## src/rtl/pwm_ctrl_pkg.sv

```systemverilog
// pwm_ctrl_pkg: shared types for the PWM control blocks
package pwm_ctrl_pkg;
  typedef enum logic {IDLE, RAMP} state_t;
endpackage

```

## src/rtl/pwm_period_timer.sv

```systemverilog
// pwm_period_timer: free-running period counter with an all-ones wrap flag
module pwm_period_timer #(
  parameter int WIDTH = 8
) (
  input  logic clk,
  input  logic reset,
  output logic wrap
);
  logic [WIDTH-1:0] cnt;
  // counter runs every cycle so it stays aligned with the PWM generator
  always_ff @(posedge clk) begin
    if (reset) cnt <= '0;
    else cnt <= cnt + 1'b1;
  end
  assign wrap = &cnt;
endmodule

```

## src/rtl/pwm_duty_sequencer.sv

```systemverilog
// pwm_duty_sequencer: ramps the PWM duty toward a target only at period boundaries
module pwm_duty_sequencer
  import pwm_ctrl_pkg::*;
#(
  parameter int WIDTH = 8,
  parameter int PERIODS_PER_STEP = 4
) (
  input  logic             clk,
  input  logic             reset,
  input  logic             enable,
  input  logic [WIDTH-1:0] tgt_duty,
  input  logic [WIDTH-1:0] step,
  input  logic             tgt_valid,
  output logic             tgt_ready,
  output logic [WIDTH-1:0] duty,
  output logic             period_wrap,
  output logic             busy,
  output logic             done
);
  state_t state, state_n;
  logic [WIDTH-1:0] tgt, tgt_n, stp, stp_n, duty_n, eff;
  logic [7:0] pcnt, pcnt_n;
  logic [WIDTH:0] diff, moved;
  logic xfer, upd, close, done_n;
  pwm_period_timer #(.WIDTH(WIDTH)) u_timer (.clk(clk), .reset(reset), .wrap(period_wrap));
  assign tgt_ready = (state == IDLE) && enable;
  assign busy = (state == RAMP);
  // next-state, ramp arithmetic in WIDTH+1 bits so duty cannot wrap or overshoot
  always_comb begin
    xfer = tgt_valid && tgt_ready;
    eff = enable ? tgt : '0;
    diff = (eff > duty) ? {1'b0, eff} - {1'b0, duty} : {1'b0, duty} - {1'b0, eff};
    close = diff <= {1'b0, stp};
    moved = (eff > duty) ? {1'b0, duty} + {1'b0, stp} : {1'b0, duty} - {1'b0, stp};
    upd = (state == RAMP) && period_wrap && (pcnt == 8'(PERIODS_PER_STEP - 1));
    state_n = state;
    tgt_n = eff;
    stp_n = stp;
    duty_n = duty;
    pcnt_n = pcnt;
    done_n = 1'b0;
    if (xfer) begin
      tgt_n = tgt_duty;
      stp_n = (step == '0) ? WIDTH'(1) : step;
      pcnt_n = '0;
      state_n = RAMP;
    end else if (state == RAMP) begin
      if (period_wrap) pcnt_n = upd ? 8'd0 : pcnt + 8'd1;
      if (upd) begin
        duty_n = close ? eff : moved[WIDTH-1:0];
        done_n = close;
        state_n = close ? IDLE : RAMP;
      end
    end else if (!enable && duty != '0) begin
      state_n = RAMP;
    end
  end
  // state, latched target/step and the registered duty seen by the PWM generator
  always_ff @(posedge clk) begin
    if (reset) begin
      state <= IDLE;
      tgt <= '0;
      stp <= WIDTH'(1);
      duty <= '0;
      pcnt <= '0;
      done <= 1'b0;
    end else begin
      state <= state_n;
      tgt <= tgt_n;
      stp <= stp_n;
      duty <= duty_n;
      pcnt <= pcnt_n;
      done <= done_n;
    end
  end
endmodule

```

## config.mk

```make
export PLATFORM = sky130hd
export DESIGN_NAME = pwm_duty_sequencer
export DESIGN_NICKNAME = d
export VERILOG_FILES = /design/src/rtl/pwm_ctrl_pkg.sv /design/src/rtl/pwm_period_timer.sv /design/src/rtl/pwm_duty_sequencer.sv
export SDC_FILE = /design/constraint.sdc
export NUM_CORES = 1
export LEC_CHECK = 0
export BUFFER_PORTS_ARGS = -buffer_cell sky130_fd_sc_hd__buf_2
export CORE_MARGIN = 4
export CORE_UTILIZATION = 35
export CTS_BUF_LIST = sky130_fd_sc_hd__clkbuf_4 sky130_fd_sc_hd__clkbuf_8 sky130_fd_sc_hd__clkbuf_16
export DETAILED_ROUTE_END_ITERATION = 8
export GPL_TIMING_DRIVEN = 1
export SYNTH_ARGS = -nofsm -noshare
export SYNTH_HDL_FRONTEND = slang
export SYNTH_SLANG_ARGS = --single-unit
```

## constraint.sdc

```tcl
create_clock -name clk -period 5 [get_ports clk]
set_clock_uncertainty 0.1 [all_clocks]
set_input_delay 0.75 -clock clk [delete_from_list [all_inputs] [get_ports clk]]
set_output_delay 0.75 -clock clk [all_outputs]
set_load 0.02 [all_outputs]
```

==> results by group <==
Clock network
  – Clock Latency Late Sink: 0.30 ns
  – TritonCTS clock tree: yes
  – Clk sinks: 42
  – Htree depth: 2
  – CTS Buf Count: 5
  – Setup bufs post-CTS: 0
  – CTS clock-pin slew for the worst setup and hold paths: 0.08 ns
  – Clk root buf: clkbuf_8
  – CTS resizes: 0
  – # hold bufs at CTS: 0
  – CTS Buffer Depth: 2

STA
  – Setup violators final: 0
  – Max-slew violations: 0
  – Fmax: 216 MHz
  – Final setup TNS: 0 ns
  – Final WS setup: 0.374 ns
  – Slew of the pin with the lowest slew margin: 1.21 ns
  – Fin. Hold Viols: 0
  – Fin crit share: 92.5%
  – RSZ-0062 raised after global routing: no
  – Post-layout min period: 4.63 ns
  – Slew Limit Headroom: 19.1%
  – Hold_ws: 0.351 ns

Cells and area
  – Layout Utilization: 41.2%
  – Layout cells sized above 1: 15.3%
  – Nets@finish: 435
  – Antenna cells: 0
  – Filler instances: 798
  – Layout area overhead: 14.6%

Yosys
  – Yosys top cell by area: dfxtp_1
  – Post-synth ARST share: 0%
  – Net Count, Synth: 396
  – Mean Syn Cell Area: 8.72 µm²
  – Synth Warn #: 0
  – Ys flop type: dfxtp_1
  – Syn Std Cell Area: 2960 µm²
  – Share of the synthesized area in the top cell type: 28.5%
  – #FFs+latches synth: 42
  – Ranking of synthesized cells by area: dfxtp_1, ha_1, xnor2_1
  – Synth unique cells: 50
  – Sequential area share after synthesis: 28.5%
  – EDFF count, synth: 0
  – Top-count cell post-synth: dfxtp_1
  – Top post-synthesis cells by count: dfxtp_1, ha_1, inv_1
  – Post-Syn Instances: 339

Pwr
  – Comb power frac: 26.1%
  – Worst VDD drop: 151 µV
  – Sw frac: 29.3%
  – Static leakage: 1.57 nW
  – Cell-internal power: 0.599 mW
  – Register share of total power: 41.3%
  – Clock power frac: 32.7%
  – Pwr/cell area: 250 nW/µm²
  – Sw power: 0.248 mW
  – Total power draw: 0.847 mW

Place
  – Worst slack, placed: 0.157 ns
  – Post-DP HPWL: 6040 µm
  – GP Congestion: 0.932
  – I/O Buffers: 31

Die
  – Initial cell density of the core: 36.0%
  – Core Area: 8220 µm²
  – Site row count: 33
  – Full die area: 9980 µm²
  – Ports: 32
  – Die width: 99.9 µm
  – Die Span Y: 99.9 µm

Setup path
  – Worst setup EP type: flip-flop
  – Setup CP Type: input pin to flip-flop
  – Slowest library cell on the worst path: a311o_1
  – Critical Path AT: 4.76 ns
  – Crit start category: input pin
  – Critical Path RT: 5.13 ns
  – Crit Path Max Fanout: 11
  – Buffers and inverters on the worst path: 3
  – CP delay by family, top: compound AO/OA/AOI/OAI gates
  – Crit-path max cell delay: 0.41 ns
  – CP Cell Sequence: buf_2 -> nand2_1 -> inv_1 -> ha_1 -> nand3_1 -> nor2_1 -> a32oi_2 -> nand2_2 -> mux2_1 -> a31oi_1 -> xnor2_1 -> ha_1 -> nand3_1 -> nor2_1 -> nand4_1 -> a21boi_0 -> a311o_1 -> buf_4 -> a311o_1 -> a21oi_1

Min path
  – Worst min path class: flip-flop to flip-flop

Detailed routing
  – Pre-antenna DRT Iters: 5
  – Routed length per instance: 15.7 µm
  – DR vias: 2,576
  – Overall routed net length: 7610 µm
  – DRC marker count from the first detailed-route iteration: 263
  – # DRC: 0
  – Vias per cell: 5.32
  – Antenna-violating nets left: 0

Global route
  – Largest net degree at the start of global routing: 24
  – Overall Global Routing Usage: 15.9%
  – First-pass GRT wire length: 12,700 µm
  – Grt ovf: 0
  – Vias in the first global route: 2,489
  – Initial antenna violation count: 0

Run
  – Max Cap Violations: 0

Run status
  – Status: finished clean
-- through the flow --
step / instances / instance area [µm²]
after detailed placement: 476 / 3270
after global placement: 476 / 3270
after CTS: 484 / 3390
final: 484 / 3390
after global routing: 484 / 3390
after floorplan: 339 / 2960
-- metal layers --
metal | global-route usage, % | vias to the layer above | routed length, µm
met5 | 0 | - | 0
met4 | 5.57 | 0 | 160
met3 | 2.64 | 12 | 286
met2 | 24.7 | 66 | 3430
met1 | 22.2 | 1215 | 3730
li1 | - | 1283 | -
-- path summary, 6_finish.rpt --
kind,startpoint,end,slack [ns],cells after the start
worst min-delay path,u_timer.cnt[0],u_timer.cnt[0],0.35,1
worst max register to register,duty[3],duty[6],0.62,18
worst max-delay path,enable,duty[6],0.37,20
worst min register to register,u_timer.cnt[0],u_timer.cnt[0],0.35,1
-- sequential cells by signal (all words and copies together), names as in the netlist --
| name | flops |
|---|---|
| busy | 1 |
| stp | 8 |
| tgt | 8 |
| u_timer.cnt | 8 |
| done | 1 |
| duty | 8 |
| pcnt | 8 |
-- cells by family (layout without fill, tap and decap cells) --
logic type | count (synthesis) | count (layout) | synth area share, %
buffers and inverters | 41 | 81 | 5.80
AND/OR/NAND/NOR | 97 | 97 | 16.0
flip-flops | 42 | 42 | 28.5
multiplexers | 12 | 12 | 4.15
AO/OA/AOI/OAI | 80 | 80 | 19.8
adder cells (fa/ha/maj) | 37 | 37 | 16.4
XOR/XNOR | 30 | 30 | 9.36
-- cells in the final DEF (no fill, tap or decap), types with 2 or more instances in the layout --
| cell | count |
|---|---|
| nand4_1 | 5 |
| o21bai_1 | 3 |
| nand3_1 | 12 |
| a21oi_1 | 20 |
| mux2i_1 | 10 |
| nor2b_1 | 6 |
| nor4_1 | 4 |
| a311o_1 | 2 |
| buf_4 | 12 |
| buf_2 | 31 |
| ha_1 | 34 |
| xor2_1 | 13 |
| nor2_1 | 29 |
| xnor2_1 | 16 |
| inv_1 | 30 |
| o21a_1 | 3 |
| a22o_1 | 15 |
| nand2b_1 | 2 |
| nand2_1 | 20 |
| or4_1 | 2 |
| a211oi_1 | 5 |
| nor3_1 | 5 |
| and3_1 | 8 |
| a31oi_1 | 3 |
| a21o_1 | 9 |
| o21ai_0 | 6 |
| fa_1 | 3 |
| dfxtp_1 | 42 |
| clkbuf_8 | 5 |
-- power by group through the flow --
stage	Sequential (mW)	Clock [mW]	Combinational [mW]
floorplan	0.355	0	0.162
global placement	0.357	0	0.218
detailed placement	0.357	0	0.219
CTS	0.350	0.284	0.221
global route	0.351	0.300	0.245
finish	0.350	0.277	0.221
-- final cells by class --
class	count	area, µm²	share of cell area, %
multi-input combinational	256	1940	57.4
timing repair buffer	43	245	7.24
inverter	30	113	3.32
clock buffer	6	76.3	2.25
clock inverter	2	37.5	1.11
sequential	42	841	24.8
tap	105	131	3.88
Note: power is estimated with default switching activity, not from simulation.
